### src/rtl/bb_status_rd.sv
// bb_status_rd: collects per-bit event pulses into sticky status bits and
// hands them to a consumer as a snapshot-and-clear read over valid/ready,
// together with a saturating count of event cycles since the last read.
module bb_status_rd #(
  parameter int unsigned    DW      = 8,
  parameter int unsigned    CW      = 4,
  parameter logic [DW-1:0]  RST_VAL = '0
) (
  input  logic          clk,
  input  logic          rst,
  input  logic [DW-1:0] evt,
  input  logic          rd_req,
  input  logic          rd_ready,
  output logic          rd_valid,
  output logic [DW-1:0] rd_data,
  output logic [CW-1:0] rd_cnt,
  output logic          rd_busy,
  output logic          pending
);

  typedef enum logic {
    IDLE = 1'b0,
    HOLD = 1'b1
  } state_t;

  localparam logic [CW-1:0] CNT_MAX = {CW{1'b1}};
  localparam logic [CW-1:0] CNT_ONE = {{(CW-1){1'b0}}, 1'b1};

  state_t        state_q, state_d;
  logic [DW-1:0] sticky_q, sticky_d;
  logic [CW-1:0] cnt_q, cnt_d;
  logic          rd_valid_q, rd_valid_d;
  logic [DW-1:0] rd_data_q, rd_data_d;
  logic [CW-1:0] rd_cnt_q, rd_cnt_d;

  logic any_evt;
  logic capture;
  logic accept;

  assign any_evt = |evt;
  // A request only counts in IDLE; the acceptance cycle itself is in HOLD,
  // so a request coinciding with acceptance is naturally not sampled.
  assign capture = (state_q == IDLE) && rd_req;
  assign accept  = (state_q == HOLD) && rd_valid_q && rd_ready;

  // Next-state and snapshot logic; events landing on the capture edge are
  // OR-ed in after the clear so they show up in the following snapshot.
  always_comb begin
    state_d    = state_q;
    sticky_d   = sticky_q | evt;
    cnt_d      = cnt_q;
    rd_valid_d = rd_valid_q;
    rd_data_d  = rd_data_q;
    rd_cnt_d   = rd_cnt_q;

    if (any_evt && (cnt_q != CNT_MAX)) begin
      cnt_d = cnt_q + CNT_ONE;
    end

    unique case (state_q)
      IDLE: begin
        if (capture) begin
          state_d    = HOLD;
          rd_data_d  = sticky_q;
          rd_cnt_d   = cnt_q;
          rd_valid_d = 1'b1;
          sticky_d   = evt;
          cnt_d      = any_evt ? CNT_ONE : '0;
        end
      end
      HOLD: begin
        if (accept) begin
          state_d    = IDLE;
          rd_valid_d = 1'b0;
        end
      end
      default: begin
        state_d = IDLE;
      end
    endcase
  end

  // State and snapshot registers; reset discards any read in progress.
  always_ff @(posedge clk) begin
    if (rst) begin
      state_q    <= IDLE;
      sticky_q   <= RST_VAL;
      cnt_q      <= '0;
      rd_valid_q <= 1'b0;
      rd_data_q  <= '0;
      rd_cnt_q   <= '0;
    end else begin
      state_q    <= state_d;
      sticky_q   <= sticky_d;
      cnt_q      <= cnt_d;
      rd_valid_q <= rd_valid_d;
      rd_data_q  <= rd_data_d;
      rd_cnt_q   <= rd_cnt_d;
    end
  end

  assign rd_valid = rd_valid_q;
  assign rd_data  = rd_data_q;
  assign rd_cnt   = rd_cnt_q;
  assign rd_busy  = (state_q != IDLE);
  assign pending  = |sticky_q;

endmodule
### config.mk
export PLATFORM = sky130hd
export DESIGN_NAME = bb_status_rd
export DESIGN_NICKNAME = d
export VERILOG_FILES = /design/src/rtl/bb_status_rd.sv
export SDC_FILE = /design/constraint.sdc
export NUM_CORES = 1
export LEC_CHECK = 0
export CAP_MARGIN = 0
export CORE_UTILIZATION = 46
export CTS_CLUSTER_SIZE = 14
export DETAILED_ROUTE_END_ITERATION = 6
export PLACE_DENSITY = 0.81
export SETUP_SLACK_MARGIN = 0.02
export SKIP_LAST_GASP = 1
export SYNTH_ARGS = -nofsm -noshare
export SYNTH_HDL_FRONTEND = slang
export SYNTH_SLANG_ARGS = --single-unit
### constraint.sdc
create_clock -name clk -period 1.92 [get_ports clk]
set_input_delay 0.384 -clock clk [delete_from_list [all_inputs] [get_ports clk]]
set_output_delay 0.384 -clock clk [all_outputs]
set_load 0.02 [all_outputs]
==> results.ini, run 1 <==
[status]
outcome = complete, no violations

[yosys]
async_flop_share = 0
synth_compound_area_frac = 0.193
synth_top_area_share = 0.527
synth_fa_ha_area_frac = 0.0127
synth_mux_area_frac = 0.0101
yosysSeqAreaShare = 0.527
synth-main-ff-cell = dfxtp_1
syn_area_sq_um = 987
synthTopCellsByArea = dfxtp_1 (53%), a21oi_1 (11%), nand2_1 (11%)
synth-edff-count = 0
synth_fp_nets = 133
yosysWarnings = 0
yosys.area_share.simple = 0.213
ys_ff_latch = 26
synth_xor_area_frac = 0
synth_top_family_by_area = simple AND/OR/NAND/NOR gates
avgSynthCellArea_sq_um = 8.23
yosysTopAreaCell = dfxtp_1
ys_types = 24
synth_cells = 120

[detailed_routing]
num_vias = 917
first_pass_iters = 5
drc_errors = 0
wirelength_um = 2060
drt-vias-per-instance = 5.21
ant_nets = 0
drt_iter0_drc = 16
post_drt_wl_per_cell_um = 11.7

[worst_setup_path]
startpoint_type = flop
path_class = reg2out
crit_arrival_ns = 1.41
rr_worst_depth = 4
critPathRequiredTime_ns = 1.54
crit_path_end_kind = output port
path_max_fanout = 3

[clock_network]
cts_sinks = 26
clk_pin_slew_ns = 0.14
clk_latency_ns = 0.33
htree_num_levels = 1
hold_buffers = 0
clock_path_buffers = 2
numCtsBuffers = 3
cts-root-buf = clkbuf_4
cts_tree = built

[sta]
period_share = 0.937
fin_worst_skew_ns = 0.00362
fin_ws_ns = 0.121
whs_ns = 0.464
finalSetupViolations = 0
slew_viol_final = 0
fmax_ghz = 0.556
hold_violations = 0
slew_headroom = 0.835
worst_pin_slew_ns = 0.245
rsz0062_at_grt = false
fin_crit_ns = 1.80

[global_routing]
grt_max_degree = 17
grt_overflow_total = 0
grt_pass1_wl_um = 3440
grt_pass1_vias = 837
grt_usage = 0.187
grt_antenna_before_repair = 0

[flow_run]
cap_violations = 0

[cells_and_area]
syn_to_final_growth_pct = 37.3
layout.cells.non_filler = 176
drive_gt1_frac = 0.0805
fin_nets = 163
diodes = 0

[floorplan]
core_sq_um = 1980
die_height_um = 48.3
die_x_um = 48.3
rows = 16
start_util = 0.498
floorplan.die_area_sq_um = 2340
pin_count = 27

[placement]
place_ws_ns = -0.0824
dpl.cell_count = 172
portBuffers = 26
gp_congestion = 0.820
dp_hpwl_um = 1560

[worst_hold_path]
whs_path_depth = 2
min_path_type = reg2reg

[pwr]
powerDensity_nw_per_um2 = 835
power.leakage_nw = 0.511
ir_worst_vdd_mv = 0.636

stage by stage:
step | TNS [ns] | total power [mW] | util | instance area [sq um]
after floorplan | 0 | 0.682 | - | 987
after global placement | -0.0703 | 0.759 | 0.655 | 1300
after detailed placement | -0.239 | 0.764 | 0.655 | 1300
after CTS | 0 | 1.13 | 0.681 | 1350
after global routing | 0 | 1.17 | 0.684 | 1360
final | 0 | 1.13 | 0.684 | 1360
sequential cells by signal, summed over array words and instances (netlist names):
signal / cells
rd_data: 8
sticky_q: 8
rd_busy: 1
rd_cnt: 4
rd_valid: 1
cnt_q: 4
what timing repair did:
action / 4_1_cts / 5_1_grt
pin swaps: 0 / 0
gates cloned: 0 / 0
endpoints found under the setup margin: 1 / 1
resized for setup: 1 / 1
buffers inserted: 0 / 0
cell type report:
type                            instances  area (sq um)
Fill cell                             157           627
Inverter                                4          15.0
Clock inverter                          1          30.0
Multi-Input combinational cell         83           429
Sequential cell                        26           520
Tap cell                               27          33.8
Clock buffer                            3          22.5
Timing Repair Buffer                   32           304
cell usage after synthesis (2+ instances only):
cell	count
a21oi_1	22
buf_2	2
clkbuf_1	5
dfxtp_1	26
inv_1	4
nand2_1	28
nand3_1	3
nor2_1	10
nor2b_1	2
nor4_1	2
o21ai_1	2
or4_1	2
kinds of logic after synthesis:
family / count (synthesis)
AOI/OAI and AO/OA: 32
adders and majority gates: 1
buffers and inverters: 11
DFF: 26
muxes: 1
and+or+nand+nor: 49
metal layers:
| layer | vias to the layer above | GRT usage | share of wire |
|---|---|---|---|
| li1 | 464 | - | - |
| met1 | 427 | 0.210 | 0.45 |
| met2 | 23 | 0.338 | 0.49 |
| met3 | 3 | 0.0409 | 0.050 |
| met4 | 0 | 0.0833 | 0.012 |
| met5 | - | 0 | 0 |
worst paths after layout:
check                                  from         end  slack, ns
worst max-delay path            sticky_q[0]     pending       0.12
worst min-delay path             rd_data[3]  rd_data[3]       0.46
worst max register to register     cnt_q[0]    cnt_q[0]       0.72
worst min register to register   rd_data[3]  rd_data[3]       0.46
power by group:
group          total, mW  leakage (nW)  switching [mW]  internal, mW
clock              0.379        0.0279           0.168         0.211
combinational      0.160         0.269          0.0814        0.0783
sequential         0.592         0.214          0.0227         0.570
total               1.13         0.511           0.272         0.859
placed cells by master (no fill, tap or decap), drive strengths merged:
cell type | Yosys | routed
nand3 | 3 | 3
nor2 | 10 | 10
nand2b | 1 | 1
dlygate4sd2 | 0 | 1
clkdlybuf4s50 | 0 | 25
nand2 | 28 | 28
and3 | 1 | 1
dfxtp | 26 | 26
o21ai | 2 | 2
o32ai | 1 | 1
ha | 1 | 1
or4 | 2 | 2
nor4 | 2 | 2
bufinv | 0 | 1
buf | 2 | 6
o22ai | 1 | 1
o2111a | 1 | 1
o211a | 1 | 1
inv | 4 | 4
nor2b | 2 | 2
clkbuf | 5 | 3
a21oi | 22 | 22
a211oi | 2 | 2
o21a | 1 | 1
a31oi | 1 | 1
mux2i | 1 | 1
worst max-delay path, cell delays in order (launching register included):
cell,delay (ns)
dfxtp_1,0.36
nor4_2,0.31
nand2_1,0.09
dlygate4sd2_1,0.32
No activity file was read; power rests on OpenSTA's default activity.
==> run 2: changes to the inputs <==
--- a/config.mk
+++ b/config.mk
@@ -15,3 +15,4 @@
 export SYNTH_ARGS = -nofsm -noshare
 export SYNTH_HDL_FRONTEND = slang
 export SYNTH_SLANG_ARGS = --single-unit
+export TNS_END_PERCENT = 20
==> results of run 2 <==
Final layout, timing and power as in run 1 (identical DEF).
==> run 3: changes to the inputs <==
--- a/config.mk
+++ b/config.mk
@@ -6,10 +6,10 @@
 export NUM_CORES = 1
 export LEC_CHECK = 0
 export CAP_MARGIN = 0
-export CORE_UTILIZATION = 46
+export CORE_UTILIZATION = 44
 export CTS_CLUSTER_SIZE = 14
 export DETAILED_ROUTE_END_ITERATION = 6
-export PLACE_DENSITY = 0.81
+export PLACE_DENSITY = 0.78
 export SETUP_SLACK_MARGIN = 0.02
 export SKIP_LAST_GASP = 1
 export SYNTH_ARGS = -nofsm -noshare
==> results.ini, run 3 (synthesis results as in run 1) <==
[cells_and_area]
fillers = 194
utilization = 0.653
layout.cells.non_filler = 174
fin_nets = 161
stdcell_area_sq_um = 1330
syn_to_final_growth_pct = 35.1
diodes = 0
seq_area_sq_um = 520
drive_gt1_frac = 0.0612
final_cell_mix = nand2_1 (28), dfxtp_1 (26), clkdlybuf4s50_1 (25), a21oi_1 (22), nor2_1 (10)
final_common_cell = nand2_1
multi_input_area_sq_um = 423

[clock_network]
htree_num_levels = 1
cts_tree = built
cts_sinks = 26
numCtsBuffers = 3
clock_path_buffers = 2
cts-root-buf = clkbuf_4
clk_pin_slew_ns = 0.14
cts_setup_buffers = 0
clk_latency_ns = 0.32

[status]
outcome = complete, no violations

[sta]
fmax_ghz = 0.572
period_share = 0.910
rsz0062_at_grt = false
slew_headroom = 0.840
fin_crit_ns = 1.75
finalSetupViolations = 0
finalSetupTns_ns = 0
hold_violations = 0
worst_pin_slew_ns = 0.240
fin_worst_skew_ns = 0.00208
slew_viol_final = 0

[detailed_routing]
num_vias = 929
ant_nets = 0
drt_iter0_drc = 21
wirelength_um = 2080
first_pass_iters = 4
drt-vias-per-instance = 5.34
drc_errors = 0
post_drt_wl_per_cell_um = 11.9

[worst_setup_path]
startpoint_type = flop
path_class = reg2out
timing.rr.start = rd_busy
crit_path_end_kind = output port
crit_arrival_ns = 1.36
r2r_slack_ns = 0.61
path_max_fanout = 3
crit_path_start = sticky_q[0]
critPathRequiredTime_ns = 1.54

[floorplan]
core_sq_um = 2040
floorplan.die_area_sq_um = 2440
start_util = 0.483
rows = 16
die_x_um = 49.4
pin_count = 27
die_height_um = 49.4

[placement]
dpl.cell_count = 170
dpl_cell_area_sq_um = 1280
portBuffers = 26
gp_congestion = 0.723
dp_hpwl_um = 1480

[worst_hold_path]
hold_start = rd_data[4]
min_path_type = reg2reg

[global_routing]
grt_antenna_before_repair = 0
grt_pass1_wl_um = 3470
grt_max_degree = 24
grt_overflow_total = 0
grt_pass1_vias = 834
grt_usage = 0.187

[pwr]
ir_worst_vdd_mv = 0.433
power.leakage_nw = 0.501
powerDensity_nw_per_um2 = 840

[flow_run]
cap_violations = 0

run 3: cell types whose count changed in the layout (fill, tap and decap cells not counted):
cell    previous run  this run
nor4_1             1         2
buf_4              6         4
nor4_2             1         0
run 3: final cells by class:
type	instances	share of cell area
clock buffer	3	0.0169
inverter	4	0.0113
tap	27	0.0253
timing repair buffer	30	0.217
sequential	26	0.390
clock inverter	1	0.0225
multi-input combinational	83	0.317
run 3: path summary, 6_finish.rpt:
kind / to / cells after the start
setup / recovery: pending / 3
hold reg to reg: rd_data[4] / 2
setup reg to reg: cnt_q[0] / 4
hold / removal: rd_data[4] / 2
run 3: per-stage QoR:
stage | setup slack, ns | total power [mW] | hold WS [ns]
final | 0.173 | 1.12 | 0.461
after global routing | 0.0735 | 1.16 | 0.491
after CTS | 0.160 | 1.13 | 0.467
after detailed placement | -0.111 | 0.758 | 0.449
after global placement | -0.0384 | 0.755 | 0.443
after floorplan | 0.395 | 0.682 | 0.445
run 3: layer usage:
| layer | up-vias | share of wire | wire (um) | global-route usage |
|---|---|---|---|---|
| li1 | 462 | - | - | - |
| met5 | - | 0 | 0 | 0 |
| met3 | 8 | 0.070 | 145 | 0.0280 |
| met1 | 414 | 0.43 | 884 | 0.229 |
| met2 | 45 | 0.49 | 1010 | 0.326 |
| met4 | 0 | 0.018 | 37 | 0.0735 |
run 3: timing repair:
action                                  in CTS  in global routing
hold endpoints to repair                     0                  0
gates resized for setup                      1                  0
endpoints found under the setup margin       1                  0
hold buffers                                 0                  0
run 3: critical path, stage by stage (launching register included):
cell,delay [ns]
dfxtp_1,0.36
nor4_1,0.27
nand2_1,0.09
dlygate4sd2_1,0.33
run 3: power breakdown:
group	switching (mW)	internal, mW
logic	0.0793	0.0739
clock network	0.163	0.211
registers	0.0235	0.570
total	0.266	0.855
==> patch, RTL diff (flow settings as in run 3) <==
Register the output `rd_cnt` once more, with the module's reset; this adds one clock of latency there. The other outputs are not delayed to match.
--- a/src/rtl/bb_status_rd.sv
+++ b/src/rtl/bb_status_rd.sv
@@ -103,3 +103,9 @@
   assign rd_data  = rd_data_q;
-  assign rd_cnt   = rd_cnt_q;
+  always_ff @(posedge clk) begin
+    if (rst) begin
+      rd_cnt <= '0;
+    end else begin
+      rd_cnt <= rd_cnt_q;
+    end
+  end
   assign rd_busy  = (state_q != IDLE);
Behaviour: not the same (Yosys sat finds a counterexample within 4 cycles, from zero or initial values and one cycle with rst high).
==> patch against run 3 <==
  * Sequential cell count rose by 4
  * Register-to-register slack better by 0.10 ns
  * Design area increased by 15%
  * First-iteration DRC count down 38%
  * Synthesized area grew 14%
  * Total power grew 10%
  * Routed wire length rose by 17%
  * Critical path type unchanged
  * Worst setup slack got worse by 0.053 ns
==> patch: results (changes against run 3) <==
| Metric | Value |
|---|---|
| Worst slew pin tran | 0.3135 ns (+0.07354 ns) |
| Worst reg2reg path startpoint | cnt_q[0]$_SDFF_PP0_ |
| CTS Buf Count | 5 (+2) |
| Met2 WL post-DR | 1.192 mm (+18%) |
| Sequential share of power | 0.548 (+0.019) |
| WL met3 | 143 um (-1.4%) |
| Final Skew | 0.005701 ns (+0.003625 ns) |
| CP delay by family, top | simple AND/OR/NAND/NOR gates |
| Routability cong. | 0.7879 (+9.0%) |
| Met2 Usage GRT | 0.3270 (+0.0005202) |
| Vias per cell | 5.264 (-1.4%) |
| Vias in the first global route | 926 (+11%) |
| 1st-iter DRT viols | 13 (-38%) |
| Average wire per standard cell | 12.34 um (+3.3%) |
| Final nets | 181 (+12%) |
| GRT Total Usage | 0.1973 (+0.009960) |
| Post-CTS sizing | 2 (+1) |
| Met1 Track Usage GR | 0.2238 (-0.004881) |
| Multi-input comb cells | 92 (+11%) |
| Mux contribution to synthesized area | 0.008929 (-0.001211) |
| ClkCell Share | 0.03925 (-0.0001519) |
| Status | completed |
| Synth top area share | 0.5357 (+0.008465) |
| VDD IR-drop max | 0.0006625 V (+53%) |
| Unique masters post-synth | 22 (-8.3%) |
| Adder-cell share of the synthesized area | 0.01116 (-0.001514) |
| Flops & latches, synth | 30 (+15%) |
| H-tree levels | 2 (+1) |
| Switching part of the total | 0.2603 (+0.02294) |
| CP max stage delay | 0.34 ns (-0.02 ns) |
| Hold path startpoint | rd_cnt_q[2]$_SDFFE_PP0P_ |
| Hold Crit Endpoint | rd_cnt_q[2]$_SDFFE_PP0P_ |
| Met3 track demand over resource | 0.06087 (+0.03283) |
| Clock slew at reported path FFs | 0.09 ns (-0.05 ns) |
| First-pass GRT wire length | 3.891 mm (+12%) |
-- patch: cell count changes after synthesis, sizes merged, moves of 2 or more --
| cell | before | now |
|---|---|---|
| nor4 | 2 | 4 |
| nor2b | 2 | 6 |
| buf | 2 | 0 |
| dfxtp | 26 | 30 |
| a211oi | 2 | 4 |
| clkbuf | 5 | 7 |
-- patch: per-stage QoR --
| stage | setup slack (ns) | instance area, um2 | hold WS [ns] | instances |
|---|---|---|---|---|
| 3_3_place_gp | 0.05273 | 1465 | 0.4372 | 189 |
| 3_5_place_dp | 0.01325 | 1465 | 0.4426 | 189 |
| 6_report | 0.1201 | 1530 | 0.4565 | 197 |
| 5_1_grt | 0.03465 | 1530 | 0.4707 | 197 |
| 4_1_cts | 0.1025 | 1530 | 0.4554 | 197 |
| 2_1_floorplan | 0.5063 | 1121 | 0.4318 | 132 |
